--- config.mk ---
export PLATFORM = sky130hd
export DESIGN_NAME = mul_stream_core
export DESIGN_NICKNAME = d
export VERILOG_FILES = /design/src/rtl/mul_stream_core.sv
export SDC_FILE = /design/constraint.sdc
export NUM_CORES = 1
export LEC_CHECK = 0
export CORE_MARGIN = 10
export CORE_UTILIZATION = 40
export DETAILED_ROUTE_END_ITERATION = 12
export GPL_TIMING_DRIVEN = 0
export PLACE_DENSITY = 0.61
export SETUP_SLACK_MARGIN = 0.4
export SLEW_MARGIN = 20
export SYNTH_ARGS = -nofsm -noshare
export SYNTH_HDL_FRONTEND = slang
export SYNTH_SLANG_ARGS = --single-unit
export TNS_END_PERCENT = 20
--- constraint.sdc ---
create_clock -name clk -period 6.2 [get_ports clk]
set_clock_uncertainty 0.05 [all_clocks]
set_input_delay 1.24 -clock clk [delete_from_list [all_inputs] [get_ports clk]]
set_output_delay 1.24 -clock clk [all_outputs]
set_load 0.01 [all_outputs]
--- src/rtl/mul_stream_core.sv ---
// Signed 32x32 iterative shift-add multiplier that streams its 64-bit product out LSB byte first.
// One job per rising edge of start_calc; core_busy holds off the loader until the last byte is taken.
module mul_stream_core #(
  parameter int DATA_W = 32,
  parameter int BYTE_W = 8
) (
  input  logic              clk,
  input  logic              rst_n,
  input  logic              ena,
  input  logic [DATA_W-1:0] a0,
  input  logic [DATA_W-1:0] a1,
  input  logic              start_calc,
  output logic              core_busy,
  output logic [BYTE_W-1:0] out_byte,
  output logic              out_valid,
  output logic              out_last,
  input  logic              out_ready,
  output logic [1:0]        dbg_state
);

  localparam int PROD_W = 2 * DATA_W;
  localparam int NBYTES = PROD_W / BYTE_W;
  localparam int CNT_W  = $clog2(DATA_W);
  localparam int BEAT_W = $clog2(NBYTES);
  localparam logic [CNT_W-1:0]  CNT_LAST  = CNT_W'(DATA_W - 1);
  localparam logic [BEAT_W-1:0] BEAT_LAST = BEAT_W'(NBYTES - 1);

  // Output handshake: a beat transfers on a rising clk edge where
  // ena & out_valid & out_ready; while not transferred, out_byte/out_last hold.
  typedef enum logic [1:0] {S_IDLE, S_MUL, S_FIX, S_OUT} state_t;

  state_t              r_state;
  state_t              w_state_nxt;
  logic                r_start_d;
  logic                r_busy;
  logic                r_neg;
  logic [DATA_W-1:0]   r_mcand;
  logic [DATA_W-1:0]   r_mplier;
  logic [PROD_W-1:0]   r_acc;
  logic [CNT_W-1:0]    r_cnt;
  logic [BEAT_W-1:0]   r_beat;

  logic                w_start_edge;
  logic                w_accept;
  logic                w_beat_last;
  logic [DATA_W-1:0]   w_abs_a0;
  logic [DATA_W-1:0]   w_abs_a1;
  logic [PROD_W-1:0]   w_addend;

  assign w_start_edge = start_calc & ~r_start_d;
  assign w_accept     = ena & (r_state == S_OUT) & out_ready;
  assign w_beat_last  = (r_beat == BEAT_LAST);
  // Negating the most negative value wraps to itself, which is the correct unsigned magnitude.
  assign w_abs_a0     = a0[DATA_W-1] ? (-a0) : a0;
  assign w_abs_a1     = a1[DATA_W-1] ? (-a1) : a1;
  assign w_addend     = {{DATA_W{1'b0}}, r_mcand} << r_cnt;

  always_ff @(posedge clk or negedge rst_n) begin
    if (!rst_n) begin
      r_state <= S_IDLE;
    end else if (ena) begin
      r_state <= w_state_nxt;
    end
  end

  always_comb begin
    w_state_nxt = r_state;
    case (r_state)
      S_IDLE:  if (w_start_edge) w_state_nxt = S_MUL;
      S_MUL:   if (r_cnt == CNT_LAST) w_state_nxt = S_FIX;
      S_FIX:   w_state_nxt = S_OUT;
      S_OUT:   if (out_ready && w_beat_last) w_state_nxt = S_IDLE;
      default: w_state_nxt = S_IDLE;
    endcase
  end

  always_ff @(posedge clk or negedge rst_n) begin
    if (!rst_n) begin
      r_start_d <= 1'b0;
      r_busy    <= 1'b0;
      r_neg     <= 1'b0;
      r_mcand   <= '0;
      r_mplier  <= '0;
      r_acc     <= '0;
      r_cnt     <= '0;
      r_beat    <= '0;
    end else if (ena) begin
      r_start_d <= start_calc;
      case (r_state)
        S_IDLE: begin
          if (w_start_edge) begin
            r_mcand  <= w_abs_a0;
            r_mplier <= w_abs_a1;
            r_neg    <= a0[DATA_W-1] ^ a1[DATA_W-1];
            r_acc    <= '0;
            r_cnt    <= '0;
            r_busy   <= 1'b1;
          end
        end
        S_MUL: begin
          if (r_mplier[0]) r_acc <= r_acc + w_addend;
          r_mplier <= r_mplier >> 1;
          r_cnt    <= r_cnt + CNT_W'(1);
        end
        S_FIX: begin
          if (r_neg) r_acc <= -r_acc;
          r_beat <= '0;
        end
        S_OUT: begin
          if (out_ready) begin
            r_beat <= r_beat + BEAT_W'(1);
            if (w_beat_last) r_busy <= 1'b0;
          end
        end
        default: ;
      endcase
    end
  end

  assign core_busy = r_busy;
  assign out_valid = (r_state == S_OUT);
  assign out_last  = out_valid & w_beat_last;
  assign out_byte  = out_valid ? r_acc[int'(r_beat)*BYTE_W +: BYTE_W] : '0;
  assign dbg_state = r_state;

  // w_accept documents the transfer condition; the OUT branch above applies it under ena.
  logic w_unused;
  assign w_unused = w_accept;

endmodule

### Yosys cells after proc, flatten, opt, wreduce, memory -nomap -nowiden

Cells that the tools add are included.

| storage, ports and cells | value |
|---|---|
| register bits after elaboration | 141 |
| input port bits | 69 |
| output and inout bits | 13 |
| word-level logic and storage cells | 66 |

| operators by class | value |
|---|---|
| add/subtract/negate cells | 6 |
| equality and inequality tests | 12 |
| shifts and indexed selects | 2 |
| multiplexer cells | 21 |
| bitwise logic cells | 4 |
| reductions and logical operators | 12 |

Operators by type and width:

| kind | count |
|---|---|
| 64-bit two-way mux | 3 |
| 64-bit case mux with 3 select lines | 1 |
| 32-bit two-way mux | 3 |
| 64-bit adder | 1 |
| 32-bit negator | 2 |
| 64-bit negator | 1 |
| 32-bit case mux with 2 select lines | 1 |
| 64-bit by 7-bit indexed part select with 8-bit output | 1 |
| 32-bit by 5-bit << shifter with 64-bit output | 1 |
| 5-bit case mux with 2 select lines | 1 |
| 5-bit AND reduction | 2 |
| 3-bit AND reduction | 3 |
| 8-bit two-way mux | 1 |
| 2-bit inequality test (second input constant) | 4 |
| 2-bit case mux with 4 select lines | 1 |
| 2-bit two-way mux | 3 |
| 2-bit by 1-bit inequality test with 1-bit output (second input constant) | 3 |
| 3-bit case mux with 2 select lines | 1 |
| 2-bit nonzero test | 3 |
| 5-bit by 1-bit adder with 5-bit output (second input constant) | 1 |
| 5-bit == test (second input constant) | 1 |
| 5-bit two-way mux | 1 |
| 2-bit == test (second input constant) | 2 |
| 4-bit AND reduction | 1 |
| 12 further kinds | 15 |

### Depth between registers and ports, before layout

| depth | value |
|---|---|
| word-level depth | 4 |
| mapped depth | 22 |

### Worst setup path after synthesis

Ideal clock, no wire load.

| path | value |
|---|---|
| path type | flip-flop to flip-flop |
| from | register r_cnt[0] |
| to | register r_acc[58] |
| arrival | 5277 ps |
| slack | 804 ps |
| stages on the path, launching flop included | 20 |
| period minus slack after synthesis | 5396 ps |
| path through | dfrtp_1 clkbuf_1 buf_1 mux4_2 mux2_2 o21ai_0 o22ai_1 ha_1 clkbuf_1 nand4_1 inv_1 nand3_1 a211oi_1 nor4_1 o41ai_1 o21a_1 a221oi_1 o311a_1 or4_1 nand3_1 |

| on the way | value |
|---|---|
| longest elaborated chain between the ends | 4 |

Ends and longest elaborated chain:

| item | line | text |
|---|---|---|
| from (decl) | 40 | `logic [CNT_W-1:0] r_cnt;` |
| from (signal assigned) | 103 | `r_cnt <= r_cnt + CNT_W'(1);` |
| 32-bit by 5-bit << shifter with 64-bit output | 56 | `assign w_addend = {{DATA_W{1'b0}}, r_mcand} << r_cnt;` |
| 64-bit adder | 101 | `if (r_mplier[0]) r_acc <= r_acc + w_addend;` |
| 64-bit two-way mux | 101 |  |
| 64-bit case mux with 3 select lines | 89 | `case (r_state)` |
| to (signal assigned) | 101 |  |
| to (signal assigned) | 106 | `if (r_neg) r_acc <= -r_acc;` |
| to (decl) | 39 | `logic [PROD_W-1:0] r_acc;` |

No other way between the ends. The select of a mux whose other input is x is not followed.
A chain may end at the register's enable or synchronous reset.

### Final worst setup path

| path | value |
|---|---|
| from | register r_cnt[4] |
| to | register r_acc[47] |

The elaborated chain is that of the path after synthesis.

==> flow_summary.yaml <==
global_routing:
  grt_max_degree: 75
  grt_pass1_wl_mm: 83.42
  grt_usage_pct: 23.75
  grt_pass1_vias: 14465
  antenna_found_initial: 0
  grt_overflow_total: 0
placement:
  preCtsSetupSlack_ns: -0.9001
  hpwl_mm: 42.28
  portBuffers: 80
  gp_congestion: 0.9657
routing:
  first_iter_violations: 1660
  vias: 15066
  drc_errors: 0
  viasPerCell: 6.170
  routedWlPerCell_um: 21.87
  first_pass_iters: 5
  wl_mm: 53.40
  antenna_left: 0
flow_run:
  cap_viol_max_count: 0
logic_synthesis:
  synth_nets: 2009
  synth.distinct_cells: 75
  synth_commonest_cells: "nand2_1 (223), o21ai_0 (220), nor2_1 (149)"
  synth-edff-count: 0
  syn-mean-instance-area_um2: 7.720
  synth_top_area_cell: "dfrtp_1"
  yosysMostFrequentCell: "nand2_1"
  syn_area_um2: 14390
  synth_top_flop_cell: "dfrtp_1"
  synth-seq-area-share_pct: 24.52
  synth_top_area_share_pct: 24.52
  ys_ff_latch: 141
  async_flop_share_pct: 100.0
  ys_warn_count: 0
  synthTopCellsByArea: "dfrtp_1 (25%), o21ai_0 (7.7%), ha_1 (6.5%)"
  syn_inst: 1864
power:
  p_leak_nw: 6.950
  finalPower_mw: 9.555
  power_density_nw_per_um2: 572.6
  clkPwrFrac_pct: 13.0
  p_sw_mw: 5.175
  swShare_pct: 54.16
  seq_power_share_pct: 18.3
  power_frac_comb_pct: 68.8
  ir_drop_mv: 0.3077
  p_int_mw: 4.381
timing:
  tightestPinTransition_ns: 0.9164
  rsz0062_at_grt: "yes"
  finalMaxSlewViolations: 0
  layout_setup_ws_ns: 0.5773
  slew_headroom_pct: 37.32
  hold_violations: 0
  fmax_mhz: 177.9
  fin_crit_ns: 5.623
  setup_viol: 0
  fin_crit_sh_pct: 90.69
clock_tree:
  cts_tree: "done"
  cts_max_level: 4
  cts_buffers: 17
  cts-root-buf: "clkbuf_16"
  clk_pin_slew_worst_paths_ns: 0.07
  clk_latency_ns: 0.46
  holdBufCountCts: 0
  clk_path_buf_depth: 2
  cts.sinks: 141
worst_setup_path:
  start_kind: "register"
  crit_fanout: 10
  crit_required_ns: 6.53
  critPathKind: "reg -> reg"
  reg2reg_slack_ns: 0.58
  endpoint_kind: "register"
  crit_arrival_ns: 5.95
layout:
  antenna_cells: 0
  drive_gt1_share_pct: 7.521
  area.growth.synth_to_final_pct: 15.96
  final_nets: 2113
  utilization_pct: 46.91
  fillers: 3535
status:
  status: "finished, final reports clean"
floorplanning:
  rows: 69
  core_area_um2: 35570
  fp.dieH_um: 209.7
  die_x_um: 209.7
  pin_count: 82
  start_util_pct: 40.46
  dieArea_um2: 43960
hold_path:
  hp-class: "reg -> reg"
metal layers:
layer / wire length (um) / vias to the layer above / track usage, % / part of all wire (%)
li1: - / 7088 / - / -
met1: 23950 / 7267 / 32.21 / 45
met2: 24410 / 610 / 37.73 / 46
met3: 3410 / 101 / 2.999 / 6.4
met4: 1640 / 0 / 9.030 / 3.1
met5: 0 / - / 0 / 0
cell families after synthesis:
logic type                 share of synthesized area (%)
muxes                                              10.49
DFF                                                24.52
and+or+nand+nor                                    20.67
AOI/OAI and AO/OA                                  25.81
xor gates and xnor gates                           6.999
buffers and inverters                              4.852
adders and majority gates                          6.660
final cells by class:
type | count | area (um2) | area share, %
Clock buffer | 22 | 484.2 | 2.902
Timing Repair Buffer | 85 | 863.3 | 5.174
Multi-Input combinational cell | 1538 | 10290 | 61.70
Sequential cell | 141 | 3528 | 21.15
Tap cell | 461 | 576.8 | 3.457
Buffer | 128 | 516.7 | 3.097
Inverter | 57 | 214.0 | 1.282
Clock inverter | 10 | 207.7 | 1.245
sequential cells by signal, indices dropped and copies added (netlist names):
register   flops
r_acc         64
r_mcand       32
r_mplier      32
r_cnt          5
r_beat         3
dbg_state      2
core_busy      1
r_neg          1
r_start_d      1
what timing repair did:
action                                  in CTS  in global routing
endpoints found under the setup margin      34                 17
gates resized for setup                     23                 43
gates cloned                                 0                  0
buffers inserted                             0                  4
pin swaps                                    1                  5
power groups by stage:
stage	logic [mW]	registers, mW	clock network (mW)
6_report	6.57	1.75	1.24
3_5_place_dp	6.29	1.74	0
2_1_floorplan	4.48	1.56	0
3_3_place_gp	6.26	1.73	0
4_1_cts	6.36	1.72	1.25
5_1_grt	7.18	1.79	1.28
cells in the final DEF (no fill, tap or decap), types with 7 or more instances in the layout:
master	count
a21oi_1	136
nand3_1	42
or4_1	24
nor4_1	19
nor2b_1	14
nor3_1	41
o21bai_1	13
mux4_2	32
clkbuf_2	16
nand2b_1	16
xnor2_1	34
clkbuf_1	99
o211ai_1	7
a31oi_1	10
mux2_2	23
a211oi_1	10
a22oi_1	14
nor2_1	148
or3_1	26
and2_1	9
o41ai_1	12
o21a_1	11
o22ai_1	20
ha_1	75
inv_1	56
dfrtp_1	141
o31ai_1	27
a32oi_1	17
nand2_1	223
mux2i_1	52
o21ai_1	32
clkdlybuf4s50_1	79
a21boi_0	10
nand4_1	27
a21o_1	37
o21ai_0	213
clkbuf_16	17
and3_1	7
xor2_1	81
buf_1	7
worst max-delay path: stages (launching register included):
cell,delay [ns]
dfrtp_1,0.38
clkbuf_1,0.21
inv_1,0.15
clkbuf_1,0.52
nand2_1,0.34
nor2_1,0.52
ha_1,0.25
a21o_1,0.11
nand4_1,0.20
a21oi_1,0.26
o21ai_0,0.15
a2111oi_0,0.86
o31ai_1,0.32
nand2_1,0.18
a311oi_1,0.23
o21a_1,0.30
or4_1,0.40
nand3_1,0.10
worst paths after layout:
kind	start	to	cells after the start
min in group asynchronous	rst_n	r_mplier[2]	1
worst max-delay path	r_cnt[4]	r_acc[47]	17
worst min-delay path	r_mplier[3]	r_mplier[3]	2
worst max register to register	r_cnt[4]	r_acc[47]	17
max in group asynchronous	rst_n	r_acc[58]	2
worst min register to register	r_mplier[3]	r_mplier[3]	2
stage by stage:
stage               setup TNS, ns  cells  hold slack [ns]  instance area (um2)
finish                          0   2442           0.4353                16690
CTS                             0   2438           0.4377                16570
detailed placement         -6.924   2406           0.4235                15800
global placement          -323.67   2405           0.4140                15770
floorplan                       0   1864           0.3996                14390
global route                    0   2442           0.4625                16690
No activity file was read; power rests on OpenSTA's default activity.
